<file path="src/rtl/burst_job_scheduler_pkg.sv">
// Shared definitions for the burst job scheduler.
//   - Datapath (burst_master_4) CSR word addresses driven on cm_address.
//   - Host register offsets decoded from avs_address.
//   - Descriptor layout held in the queue (146 bits).
//   - FSM state encoding and the program-sequence helper.
package burst_job_scheduler_pkg;

    // Datapath CSR map
    localparam logic [2:0] CM_CTRL  = 3'd0;
    localparam logic [2:0] CM_DONE  = 3'd1;
    localparam logic [2:0] CM_SRC   = 3'd2;
    localparam logic [2:0] CM_DST   = 3'd3;
    localparam logic [2:0] CM_LEN   = 3'd4;
    localparam logic [2:0] CM_RDB   = 3'd5;
    localparam logic [2:0] CM_WRB   = 3'd6;
    localparam logic [2:0] CM_COEFF = 3'd7;

    // Host register map
    localparam logic [2:0] HOST_CTRL   = 3'd0;
    localparam logic [2:0] HOST_STATUS = 3'd1;
    localparam logic [2:0] HOST_SRC    = 3'd2;
    localparam logic [2:0] HOST_DST    = 3'd3;
    localparam logic [2:0] HOST_LEN    = 3'd4;
    localparam logic [2:0] HOST_BURSTS = 3'd5;
    localparam logic [2:0] HOST_COEFF  = 3'd6;
    localparam logic [2:0] HOST_PUSH   = 3'd7;

    typedef struct packed {
        logic [31:0] src;
        logic [31:0] dst;
        logic [31:0] len;
        logic [8:0]  rd_burst;
        logic [8:0]  wr_burst;
        logic [31:0] coeff;
    } desc_t;

    localparam int DESC_W = $bits(desc_t);

    typedef enum logic [2:0] {
        ST_IDLE,
        ST_PROG,
        ST_START,
        ST_POLL,
        ST_WAIT,
        ST_CLEAR
    } state_t;

    typedef struct packed {
        logic [2:0]  addr;
        logic [31:0] data;
    } cm_word_t;

    // Programming order: rd_burst must land before len because the
    // datapath rounds len using the read burst size.
    function automatic cm_word_t prog_word(input desc_t d, input logic [2:0] step);
        cm_word_t w;
        case (step)
            3'd0:    begin w.addr = CM_RDB;   w.data = {23'd0, d.rd_burst}; end
            3'd1:    begin w.addr = CM_WRB;   w.data = {23'd0, d.wr_burst}; end
            3'd2:    begin w.addr = CM_SRC;   w.data = d.src;               end
            3'd3:    begin w.addr = CM_DST;   w.data = d.dst;               end
            3'd4:    begin w.addr = CM_COEFF; w.data = d.coeff;             end
            default: begin w.addr = CM_LEN;   w.data = d.len;               end
        endcase
        return w;
    endfunction

endpackage

</file>
<file path="src/rtl/burst_job_scheduler_desc_queue.sv">
// sched_desc_queue: synchronous circular-buffer FIFO with a registered
// head word.
//   push/din   enqueue (accepted when not full, or when popping the same cycle)
//   pop        dequeue; dout always holds the current head when not empty
//   flush      empties the queue (pointers reset), storage untouched
//   count      occupancy 0..DEPTH; empty/full from pointer compare
//   drop       pulses when a push is refused because the queue is full
module sched_desc_queue #(
    parameter int DEPTH = 4,
    parameter int WIDTH = 146
) (
    input  logic                     clk,
    input  logic                     reset,
    input  logic                     push,
    input  logic                     pop,
    input  logic                     flush,
    input  logic [WIDTH-1:0]         din,
    output logic [WIDTH-1:0]         dout,
    output logic [$clog2(DEPTH):0]   count,
    output logic                     empty,
    output logic                     full,
    output logic                     drop
);
    localparam int AW = $clog2(DEPTH);
    localparam logic [AW:0] PTR_ONE = {{AW{1'b0}}, 1'b1};

    logic [WIDTH-1:0] mem_reg [DEPTH];
    logic [WIDTH-1:0] dout_reg;
    logic [AW:0]      wr_ptr_reg;
    logic [AW:0]      rd_ptr_reg;
    logic [AW:0]      rd_ptr_next;
    logic             push_ok;
    logic             pop_ok;

    assign empty       = (wr_ptr_reg == rd_ptr_reg);
    assign full        = (wr_ptr_reg[AW] != rd_ptr_reg[AW]) &&
                         (wr_ptr_reg[AW-1:0] == rd_ptr_reg[AW-1:0]);
    assign count       = wr_ptr_reg - rd_ptr_reg;
    assign pop_ok      = pop && !empty;
    assign push_ok     = push && (!full || pop_ok);
    assign drop        = push && !push_ok;
    assign rd_ptr_next = rd_ptr_reg + PTR_ONE;
    assign dout        = dout_reg;

    always_ff @(posedge clk) begin
        if (push_ok && !flush) begin
            mem_reg[wr_ptr_reg[AW-1:0]] <= din;
        end
    end

    // The head register tracks mem[rd_ptr]; when the queue drains to its
    // last entry while a push arrives, the new word bypasses storage.
    always_ff @(posedge clk) begin
        if (reset) begin
            wr_ptr_reg <= '0;
            rd_ptr_reg <= '0;
            dout_reg   <= '0;
        end else if (flush) begin
            wr_ptr_reg <= '0;
            rd_ptr_reg <= '0;
        end else begin
            if (push_ok) begin
                wr_ptr_reg <= wr_ptr_reg + PTR_ONE;
            end
            if (pop_ok) begin
                rd_ptr_reg <= rd_ptr_next;
                if (count == PTR_ONE) begin
                    if (push_ok) begin
                        dout_reg <= din;
                    end
                end else begin
                    dout_reg <= mem_reg[rd_ptr_next[AW-1:0]];
                end
            end else if (empty && push_ok) begin
                dout_reg <= din;
            end
        end
    end

endmodule

</file>
<file path="src/rtl/burst_job_scheduler.sv">
// burst_job_scheduler: descriptor-queue controller that programs, starts,
// polls and acknowledges jobs on the burst-copy datapath CSR slave.
//   clk, reset            system clock, synchronous active-high reset
//   avs_*                 host CSR slave (readdata combinational on address)
//   cm_*                  registered CSR master towards the datapath
//   irq                   level interrupt = irq_en & done_irq
module burst_job_scheduler
    import burst_job_scheduler_pkg::*;
#(
    parameter int QUEUE_DEPTH = 4,
    parameter int POLL_GAP    = 8
) (
    input  logic        clk,
    input  logic        reset,
    input  logic        avs_write,
    input  logic        avs_read,
    input  logic [2:0]  avs_address,
    input  logic [31:0] avs_writedata,
    output logic [31:0] avs_readdata,
    output logic        cm_write,
    output logic        cm_read,
    output logic [2:0]  cm_address,
    output logic [31:0] cm_writedata,
    input  logic [31:0] cm_readdata,
    output logic        irq
);
    localparam int CNT_W = $clog2(QUEUE_DEPTH) + 1;
    localparam int GAP_W = (POLL_GAP > 1) ? $clog2(POLL_GAP) : 1;

    // Host staging and control
    logic [31:0] src_reg, dst_reg, len_reg, coeff_reg;
    logic [8:0]  rd_burst_reg, wr_burst_reg;
    logic        enable_reg, irq_en_reg, overflow_reg;

    // Sequencer
    state_t      state_reg;
    logic [2:0]  step_reg;
    logic [GAP_W-1:0] gap_cnt_reg;
    desc_t       job_reg;
    logic [31:0] jobs_done_reg;
    logic        done_irq_reg;
    logic        cm_write_reg, cm_read_reg;
    logic [2:0]  cm_address_reg;
    logic [31:0] cm_writedata_reg;

    // Queue interface
    desc_t            staged_desc, q_head;
    logic [CNT_W-1:0] q_count;
    logic             q_empty, q_full, q_drop;
    logic             push_req, pop, flush;
    logic             host_wr_status, busy;
    cm_word_t         prog_first, prog_next;
    logic             unused_inputs;

    assign unused_inputs  = ^{avs_read, cm_readdata[31:1]};
    assign host_wr_status = avs_write && (avs_address == HOST_STATUS);
    assign push_req       = avs_write && (avs_address == HOST_PUSH);
    assign flush          = avs_write && (avs_address == HOST_CTRL) && avs_writedata[2];
    assign pop            = (state_reg == ST_IDLE) && enable_reg && !q_empty;
    assign busy           = (state_reg != ST_IDLE);
    assign staged_desc    = {src_reg, dst_reg, len_reg, rd_burst_reg, wr_burst_reg, coeff_reg};
    assign prog_first     = prog_word(q_head, 3'd0);
    assign prog_next      = prog_word(job_reg, step_reg + 3'd1);

    sched_desc_queue #(
        .DEPTH (QUEUE_DEPTH),
        .WIDTH (DESC_W)
    ) u_queue (
        .clk   (clk),
        .reset (reset),
        .push  (push_req),
        .pop   (pop),
        .flush (flush),
        .din   (staged_desc),
        .dout  (q_head),
        .count (q_count),
        .empty (q_empty),
        .full  (q_full),
        .drop  (q_drop)
    );

    always_ff @(posedge clk) begin
        if (reset) begin
            src_reg      <= '0;
            dst_reg      <= '0;
            len_reg      <= '0;
            coeff_reg    <= 32'd1;
            rd_burst_reg <= 9'd256;
            wr_burst_reg <= 9'd256;
            enable_reg   <= 1'b0;
            irq_en_reg   <= 1'b0;
            overflow_reg <= 1'b0;
        end else begin
            if (avs_write) begin
                case (avs_address)
                    HOST_CTRL:   begin
                        enable_reg <= avs_writedata[0];
                        irq_en_reg <= avs_writedata[1];
                    end
                    HOST_SRC:    src_reg   <= avs_writedata;
                    HOST_DST:    dst_reg   <= avs_writedata;
                    HOST_LEN:    len_reg   <= avs_writedata;
                    HOST_COEFF:  coeff_reg <= avs_writedata;
                    HOST_BURSTS: begin
                        rd_burst_reg <= avs_writedata[8:0];
                        wr_burst_reg <= avs_writedata[24:16];
                    end
                    default: ;
                endcase
            end
            if (q_drop) begin
                overflow_reg <= 1'b1;
            end else if (host_wr_status && avs_writedata[5]) begin
                overflow_reg <= 1'b0;
            end
        end
    end

    // Sequencer with registered cm_* outputs: each transition loads the
    // bus word that the next state presents for exactly one cycle.
    always_ff @(posedge clk) begin
        if (reset) begin
            state_reg        <= ST_IDLE;
            step_reg         <= '0;
            gap_cnt_reg      <= '0;
            job_reg          <= '0;
            jobs_done_reg    <= '0;
            done_irq_reg     <= 1'b0;
            cm_write_reg     <= 1'b0;
            cm_read_reg      <= 1'b0;
            cm_address_reg   <= '0;
            cm_writedata_reg <= '0;
        end else begin
            cm_write_reg     <= 1'b0;
            cm_read_reg      <= 1'b0;
            cm_address_reg   <= '0;
            cm_writedata_reg <= '0;
            // Host clear first so a same-cycle completion set overrides it.
            if (host_wr_status && avs_writedata[4]) begin
                done_irq_reg <= 1'b0;
            end
            case (state_reg)
                ST_IDLE: begin
                    if (pop) begin
                        job_reg          <= q_head;
                        step_reg         <= '0;
                        state_reg        <= ST_PROG;
                        cm_write_reg     <= 1'b1;
                        cm_address_reg   <= prog_first.addr;
                        cm_writedata_reg <= prog_first.data;
                    end
                end
                ST_PROG: begin
                    cm_write_reg <= 1'b1;
                    if (step_reg == 3'd5) begin
                        state_reg        <= ST_START;
                        cm_address_reg   <= CM_CTRL;
                        cm_writedata_reg <= 32'd1;
                    end else begin
                        step_reg         <= step_reg + 3'd1;
                        cm_address_reg   <= prog_next.addr;
                        cm_writedata_reg <= prog_next.data;
                    end
                end
                ST_START: begin
                    state_reg      <= ST_POLL;
                    cm_read_reg    <= 1'b1;
                    cm_address_reg <= CM_DONE;
                end
                ST_POLL: begin
                    if (cm_readdata[0]) begin
                        state_reg        <= ST_CLEAR;
                        cm_write_reg     <= 1'b1;
                        cm_address_reg   <= CM_DONE;
                        cm_writedata_reg <= 32'd1;
                    end else if (POLL_GAP == 0) begin
                        cm_read_reg    <= 1'b1;
                        cm_address_reg <= CM_DONE;
                    end else begin
                        state_reg   <= ST_WAIT;
                        gap_cnt_reg <= GAP_W'(POLL_GAP - 1);
                    end
                end
                ST_WAIT: begin
                    if (gap_cnt_reg == '0) begin
                        state_reg      <= ST_POLL;
                        cm_read_reg    <= 1'b1;
                        cm_address_reg <= CM_DONE;
                    end else begin
                        gap_cnt_reg <= gap_cnt_reg - GAP_W'(1);
                    end
                end
                ST_CLEAR: begin
                    jobs_done_reg <= jobs_done_reg + 32'd1;
                    done_irq_reg  <= 1'b1;
                    state_reg     <= ST_IDLE;
                end
                default: state_reg <= ST_IDLE;
            endcase
        end
    end

    always_comb begin
        avs_readdata = '0;
        case (avs_address)
            HOST_CTRL:   avs_readdata = {30'd0, irq_en_reg, enable_reg};
            HOST_STATUS: avs_readdata = {16'd0, 8'(q_count), 2'b00, overflow_reg,
                                         done_irq_reg, 1'b0, q_full, q_empty, busy};
            HOST_SRC:    avs_readdata = src_reg;
            HOST_DST:    avs_readdata = dst_reg;
            HOST_LEN:    avs_readdata = len_reg;
            HOST_BURSTS: avs_readdata = {7'd0, wr_burst_reg, 7'd0, rd_burst_reg};
            HOST_COEFF:  avs_readdata = coeff_reg;
            default:     avs_readdata = jobs_done_reg;
        endcase
    end

    assign cm_write     = cm_write_reg;
    assign cm_read      = cm_read_reg;
    assign cm_address   = cm_address_reg;
    assign cm_writedata = cm_writedata_reg;
    assign irq          = irq_en_reg & done_irq_reg;

endmodule

</file>
<file path="config.mk">
export PLATFORM = sky130hd
export DESIGN_NAME = burst_job_scheduler
export DESIGN_NICKNAME = d
export VERILOG_FILES = /design/src/rtl/burst_job_scheduler_pkg.sv /design/src/rtl/burst_job_scheduler_desc_queue.sv /design/src/rtl/burst_job_scheduler.sv
export SDC_FILE = /design/constraint.sdc
export NUM_CORES = 2
export LEC_CHECK = 0
export CORE_ASPECT_RATIO = 1.4
export CORE_MARGIN = 1
export CORE_UTILIZATION = 60
export DETAILED_ROUTE_END_ITERATION = 8
export PLACE_DENSITY = 0.81
export SETUP_SLACK_MARGIN = 0.05
export SLEW_MARGIN = 10
export SYNTH_ARGS = -nofsm -noshare
export SYNTH_HDL_FRONTEND = slang
export SYNTH_SLANG_ARGS = --single-unit
</file>
<file path="constraint.sdc">
create_clock -name clk -period 16.2 [get_ports clk]
set_clock_uncertainty 0.05 [all_clocks]
set_input_delay 4.05 -clock clk [delete_from_list [all_inputs] [get_ports clk]]
set_output_delay 4.05 -clock clk [all_outputs]
set_load 0.01 [all_outputs]
</file>
# Yosys cells after proc, flatten, opt, wreduce, memory -nomap -nowiden
# Memory sizes are Yosys's and may differ from the RTL's.
# Index checks and enable logic that the tools add are counted.
classes:
  n_eq_ne: 28
  add_sub_neg: 6
  n_mux: 37
  bitwise_logic: 2
  n_reduce_logical: 41
op_table:
  columns: ["operator", "count"]
  rows:
  - ["$mux 146", 4]
  - ["$pmux 32 s7", 1]
  - ["$pmux 35 s5", 1]
  - ["$pmux 32 s3", 1]
  - ["$add 32x1->32 const B", 1]
  - ["$mux 32", 1]
  - ["$pmux 3 s5", 2]
  - ["$mux 3", 9]
  - ["$eq 3x3->1 const B", 8]
  - ["$eq 3x2->1 const B", 6]
  - ["$logic_and 1x1->1", 14]
  - ["$reduce_and 2->1", 7]
  - ["$mux 1", 13]
  - ["$eq 3x1->1 const B", 4]
  - ["$logic_not 3->1", 4]
  - ["$pmux 3 s2", 2]
  - ["$reduce_and 3->1", 4]
  - ["$ne 2x2->1 const B", 5]
  - ["$reduce_bool 2->1", 5]
  - ["$add 3x1->3 const B", 3]
  - ["$mux 9", 1]
  - ["$logic_not 1->1", 4]
  - ["$eq 3x3->1", 1]
  - ["$ne 3x2->1 const B", 1]
  - ["other kinds (12)", 12]
totals:
  ff_bits: 526
  output_inout_bits: 70
  ramBits: 584
  elab_cells: 142
  memories: 1
  inputBits: 71
mem_list:
  columns: ["memory", "depth", "word_bits", "rd", "rd_ports_with_merged_regs", "wr", "line_no", "rtl"]
  rows:
  - ["u_queue.mem_reg", 4, 146, 1, 0, 1, "burst_job_scheduler_desc_queue.sv:27", "logic [WIDTH-1:0] mem_reg [DEPTH];"]

# Depth between registers and ports, before layout
logic_depth:
  ltp_word: 9
  depth_mapped: 11
  ltp_nobuf: 9

# Cells and area by module
# A second synthesis with hierarchy kept.
unflattened:
  hier_cells: 3641
  area_unflattened_um2: 44498.9
by_module_without_submodules:
  columns: ["mod", "n_inst", "seq_area_each_um2", "cells_per_inst", "area_per_inst_um2"]
  rows:
  - ["sched_desc_queue", 1, 20579.7, 1650, 28964.0]
  - ["burst_job_scheduler", 1, 7487.2, 1991, 15534.9]

# Worst setup path before layout
# OpenSTA, ideal clock, no wires.
synth_timing:
  path_type: "in2out"
  startpoint: "in avs_address[0]"
  endpoint: "out avs_readdata[1]"
  t_arrival_ns: 5.590
  setup_slack_ns: 6.510
  required_ns: 12.100
  n_path_buf: 4
  stages: 6
  path_cell_list: "buf_2 buf_2 buf_1 clkbuf_1 nand2_1 a222oi_1"
synth_via:
  elab_chain_len: 2
  elab_cells_between_ends: 8
  cone_classes: "eq/ne (6); mux (1); reduce/logical (1)"
synth_lines:
  columns: ["element", "line_no", "rtl"]
  rows:
  - ["start: declaration", "burst_job_scheduler.sv:17", "input logic [2:0] avs_address,"]
  - ["$eq 3x3->1, or another cell as far along", "burst_job_scheduler.sv:205", "case (avs_address)"]
  - ["$pmux 32 s7 (*)", "burst_job_scheduler.sv:205", null]
  - ["end: declaration", "burst_job_scheduler.sv:19", "output logic [31:0] avs_readdata,"]
# Every way passes the cells marked *; elsewhere a longest branch is shown, timed or not.

# Worst setup path in the final report
layout_timing:
  startpoint: "in avs_address[0]"
  endpoint: "out avs_readdata[18]"
# Same word-level chain as after synthesis.

==> summary.md <==
| Metric | Value |
|---|---|
| Status | `finished clean` |
| H-tree Lvls | `3` |
| Pins Over Slew Limit | `0` |
| Delay of the slowest critical-path stage | `830 ps` |
| Crit path max-delay cell type | `a222oi_1` |
| Worst-Skew Late Latency | `680 ps` |
| Clock Sinks | `1110` |
| Clk buf depth | `3` |
| Remaining antenna violation count | `0` |
| Final net count | `3675` |
| CP endpoint | `avs_readdata[18]` |
| DRT iter0 DRCs | `3307` |
| Row count | `115` |
| TritonRoute pass-1 iters | `6` |
| P&R area growth vs syn | `11.7%` |
| DP HPWL | `64300 um` |
| Cell taking the most area after synthesis | `edfxtp_1` |
| Number of flip-flops in the largest register | `584` |
| Die area | `72900 sq um` |
| Wire per inst | `24.4 um` |
| FMAX | `85.8 MHz` |
| CTS Hold Bufs | `0` |
| Sequential power share | `53.3%` |
| Comb pwr share | `3.1%` |
| Critical Path Source | `avs_address[0]` |
| Via-to-Cell Ratio | `6.40` |
| Sequential area share after synthesis | `65.1%` |
| Maxcap violations | `0` |
| R2r worst-path depth | `10` |
| WP data arrival | `7550 ps` |
| Vias | `29526` |
| Clock share of power | `43.6%` |
| Syn avg cell area | `12.0 sq um` |
| Buf/Inv on CP | `3` |
| Ys flop type | `edfxtp_1` |
| Hold Path Class | `register to register` |
| CP cell instances | `buf_2 > buf_4 > nor2_1 > and2_1 > a222oi_1 > a21oi_1 > clkdlybuf4s50_1` |
| VDD IR max | `0.0991 mV` |
| Die Ht | `319 um` |
| Die X | `229 um` |
| Synthesized flop and latch total | `1110` |
| Share of synthesized registers carrying an async set or reset | `0%` |
| Worst path required time | `12100 ps` |
| Ys Warns | `0` |
| P_sw | `1.19 mW` |
| I/O pins | `141` |
| Type of the worst setup path | `input port to primary output` |
| Largest net degree at the start of global routing | `136` |
| Synth top area cells | `edfxtp_1 41%, dfxtp_1 24%, nand2_1 8.1%, mux4_2 7.6%, a21oi_1 4.0%` |
| Post-CTS Resized | `0` |
| Post-route setup TNS | `0 ps` |
| Syn Std Cell Area | `43100 sq um` |
| Core box area | `70600 sq um` |
| TritonCTS clock tree | `built` |
| Clk slew on worst S/H paths | `60 ps` |
| Net Sw Frac | `21.0%` |
| CP delay by family, top | `buffers and inverters` |
| Initial core utilization | `61.0%` |
| Setup violators final | `0` |
| Count leader, synth | `nand2_1` |
| Number of synthesized flops with an enable pin | `584` |
| R2r setup slk | `11100 ps` |
| GRT Overall Usage | `30.8%` |
| Leak | `14.9 nW` |
| Root Driver | `clkbuf_16` |
| Number of port buffers | `108` |
| Crit Reg-Reg Endpoint | `u_queue.dout[36]$_SDFFE_PP0P_` |
| Post-synth cell types | `63` |
| Layout cells sized above 1 | `10.8%` |
| First-pass GRT wire length | `170000 um` |
| Syn_nets | `3691` |
| Mapped Cells | `3604` |
| Max FO, Critical Path | `57` |
| P_int | `4.48 mW` |
| R2R Path Start | `u_queue.rd_ptr_reg[0]$_SDFFE_PP0N_` |
| Initial antenna violation count | `14` |
| Post-layout min period | `11650 ps` |
| RD Place Congestion | `0.882` |
| Final hold vios | `0` |
| Commonest cells in the netlist | `932 x nand2_1, 584 x edfxtp_1, 526 x dfxtp_1, 343 x a21oi_1, 235 x nor2_1` |
| # placed instances | `4424` |
| Vias in the first global route | `29044` |
| Relative slew slack | `21.1%` |
| Num CTS Buffers | `98` |
| Crit end category | `primary output` |
| Final WL | `112000 um` |
| Post-CTS Setup Inserts | `0` |
| Nature of the critical path startpoint | `input port` |
| DRC viols | `0` |
| Final Non-Filler Cells | `4613` |
| RSZ-0062 raised after global routing | `no` |
| Fin crit share | `71.9%` |
| WP depth | `7` |
| Overflow left after global routing | `0` |
| Synth top area share | `40.7%` |
| Slew at the pin closest to its max-slew limit | `1180 ps` |
| Power density cells | `118 nW/um^2` |
-- worst min path at each step --
stage	startpoint	to	slack, ps	cells past startpoint
final	u_queue.dout[112]$_SDFFE_PP0P_	job_reg[112]$_SDFFE_PP0P_	390	2
after global routing	u_queue.dout[116]$_SDFFE_PP0P_	job_reg[116]$_SDFFE_PP0P_	420	2
after CTS	u_queue.dout[54]$_SDFFE_PP0P_	job_reg[54]$_SDFFE_PP0P_	400	2
after detailed placement	u_queue.dout[17]$_SDFFE_PP0P_	job_reg[17]$_SDFFE_PP0P_	390	2
after global placement	u_queue.dout[59]$_SDFFE_PP0P_	job_reg[59]$_SDFFE_PP0P_	390	2
after floorplan	u_queue.dout[0]$_SDFFE_PP0P_	job_reg[0]$_SDFFE_PP0P_	380	2
-- routing by layer --
layer	routed length (um)	part of all wire [%]	GRT usage, %	up-vias
met3	11300	10	6.17	363
met5	156	0.14	0	-
met4	6610	5.9	17.7	22
met2	54700	49	51.5	1701
met1	39700	35	37.2	14390
li1	-	-	-	13050
-- through the flow --
stage                     cell area (sq um)  hold WS, ps  worst slack, ps  power [mW]  utilization [%]
after floorplan                       43100          382             6510        3.18                -
after global placement                44700          386             4780        3.24             63.3
after detailed placement              44700          392             4760        3.25             63.3
after CTS                             48200          395             4760        5.68             68.2
after global routing                  48200          415             4570        5.81             68.2
final                                 48200          389             4550        5.67             68.2
-- layout make-up --
| type | instances | area [sq um] |
|---|---|---|
| fill | 4790 | 22500 |
| clock inverter | 59 | 687 |
| timing repair buffer | 156 | 1430 |
| sequential | 1110 | 28100 |
| inverter | 20 | 75.1 |
| antenna | 3 | 7.51 |
| tap | 936 | 1170 |
| multi-input combinational | 2202 | 14000 |
| clock buffer | 127 | 2760 |
-- cell families after synthesis --
family / count (synthesis) / share of synthesized area (%)
buf+inv: 292 / 2.74
fa+ha+maj: 16 / 0.482
compound gates: 683 / 10.5
flops: 1110 / 65.1
simple gates: 1278 / 11.8
xor+xnor: 34 / 0.691
mux: 191 / 8.73
-- cells in the final DEF, fill, tap and decap left out, types with 5 or more instances in the layout --
cell type and n:
nand2_1 932, edfxtp_1 584, dfxtp_1 525, a21oi_1 342, nor2_1 235, a311oi_1 148
mux4_2 146, clkbuf_16 105, clkdlybuf4s50_1 104, buf_4 48, a22o_1 40, o21ai_0 35
a221oi_1 27, mux2i_1 25, a22oi_1 24, clkinv_2 22, inv_1 20, mux2_2 20
xor2_1 20, nand3_1 20, clkbuf_1 17, xnor2_1 14, ha_1 14, bufinv_16 14
and2_1 13, a222oi_1 12, nand4_1 11, clkinv_1 11, nor2b_1 10, o22ai_1 10
o211ai_1 10, or3_1 10, and3_1 9, a311o_1 8, nand2b_1 5, nor3_1 5
clkbuf_8 5
-- power by group through the flow --
stage	Clock (mW)	Sequential, mW	Combinational [mW]
6_report	2.47	3.02	0.174
5_1_grt	2.59	3.02	0.188
4_1_cts	2.49	3.02	0.171
3_5_place_dp	0	3.08	0.169
3_3_place_gp	0	3.08	0.164
2_1_floorplan	0	3.07	0.111
-- worst reg2reg max path, cell delays in order (launching register included) --
cell	delay (ps)
dfxtp_4	920
ha_1	260
inv_1	50
fa_1	550
nor2_1	70
a211oi_1	320
o221a_4	490
buf_4	870
buf_4	930
nor2_1	170
a311oi_1	310
No activity file was read; power rests on OpenSTA's default activity.
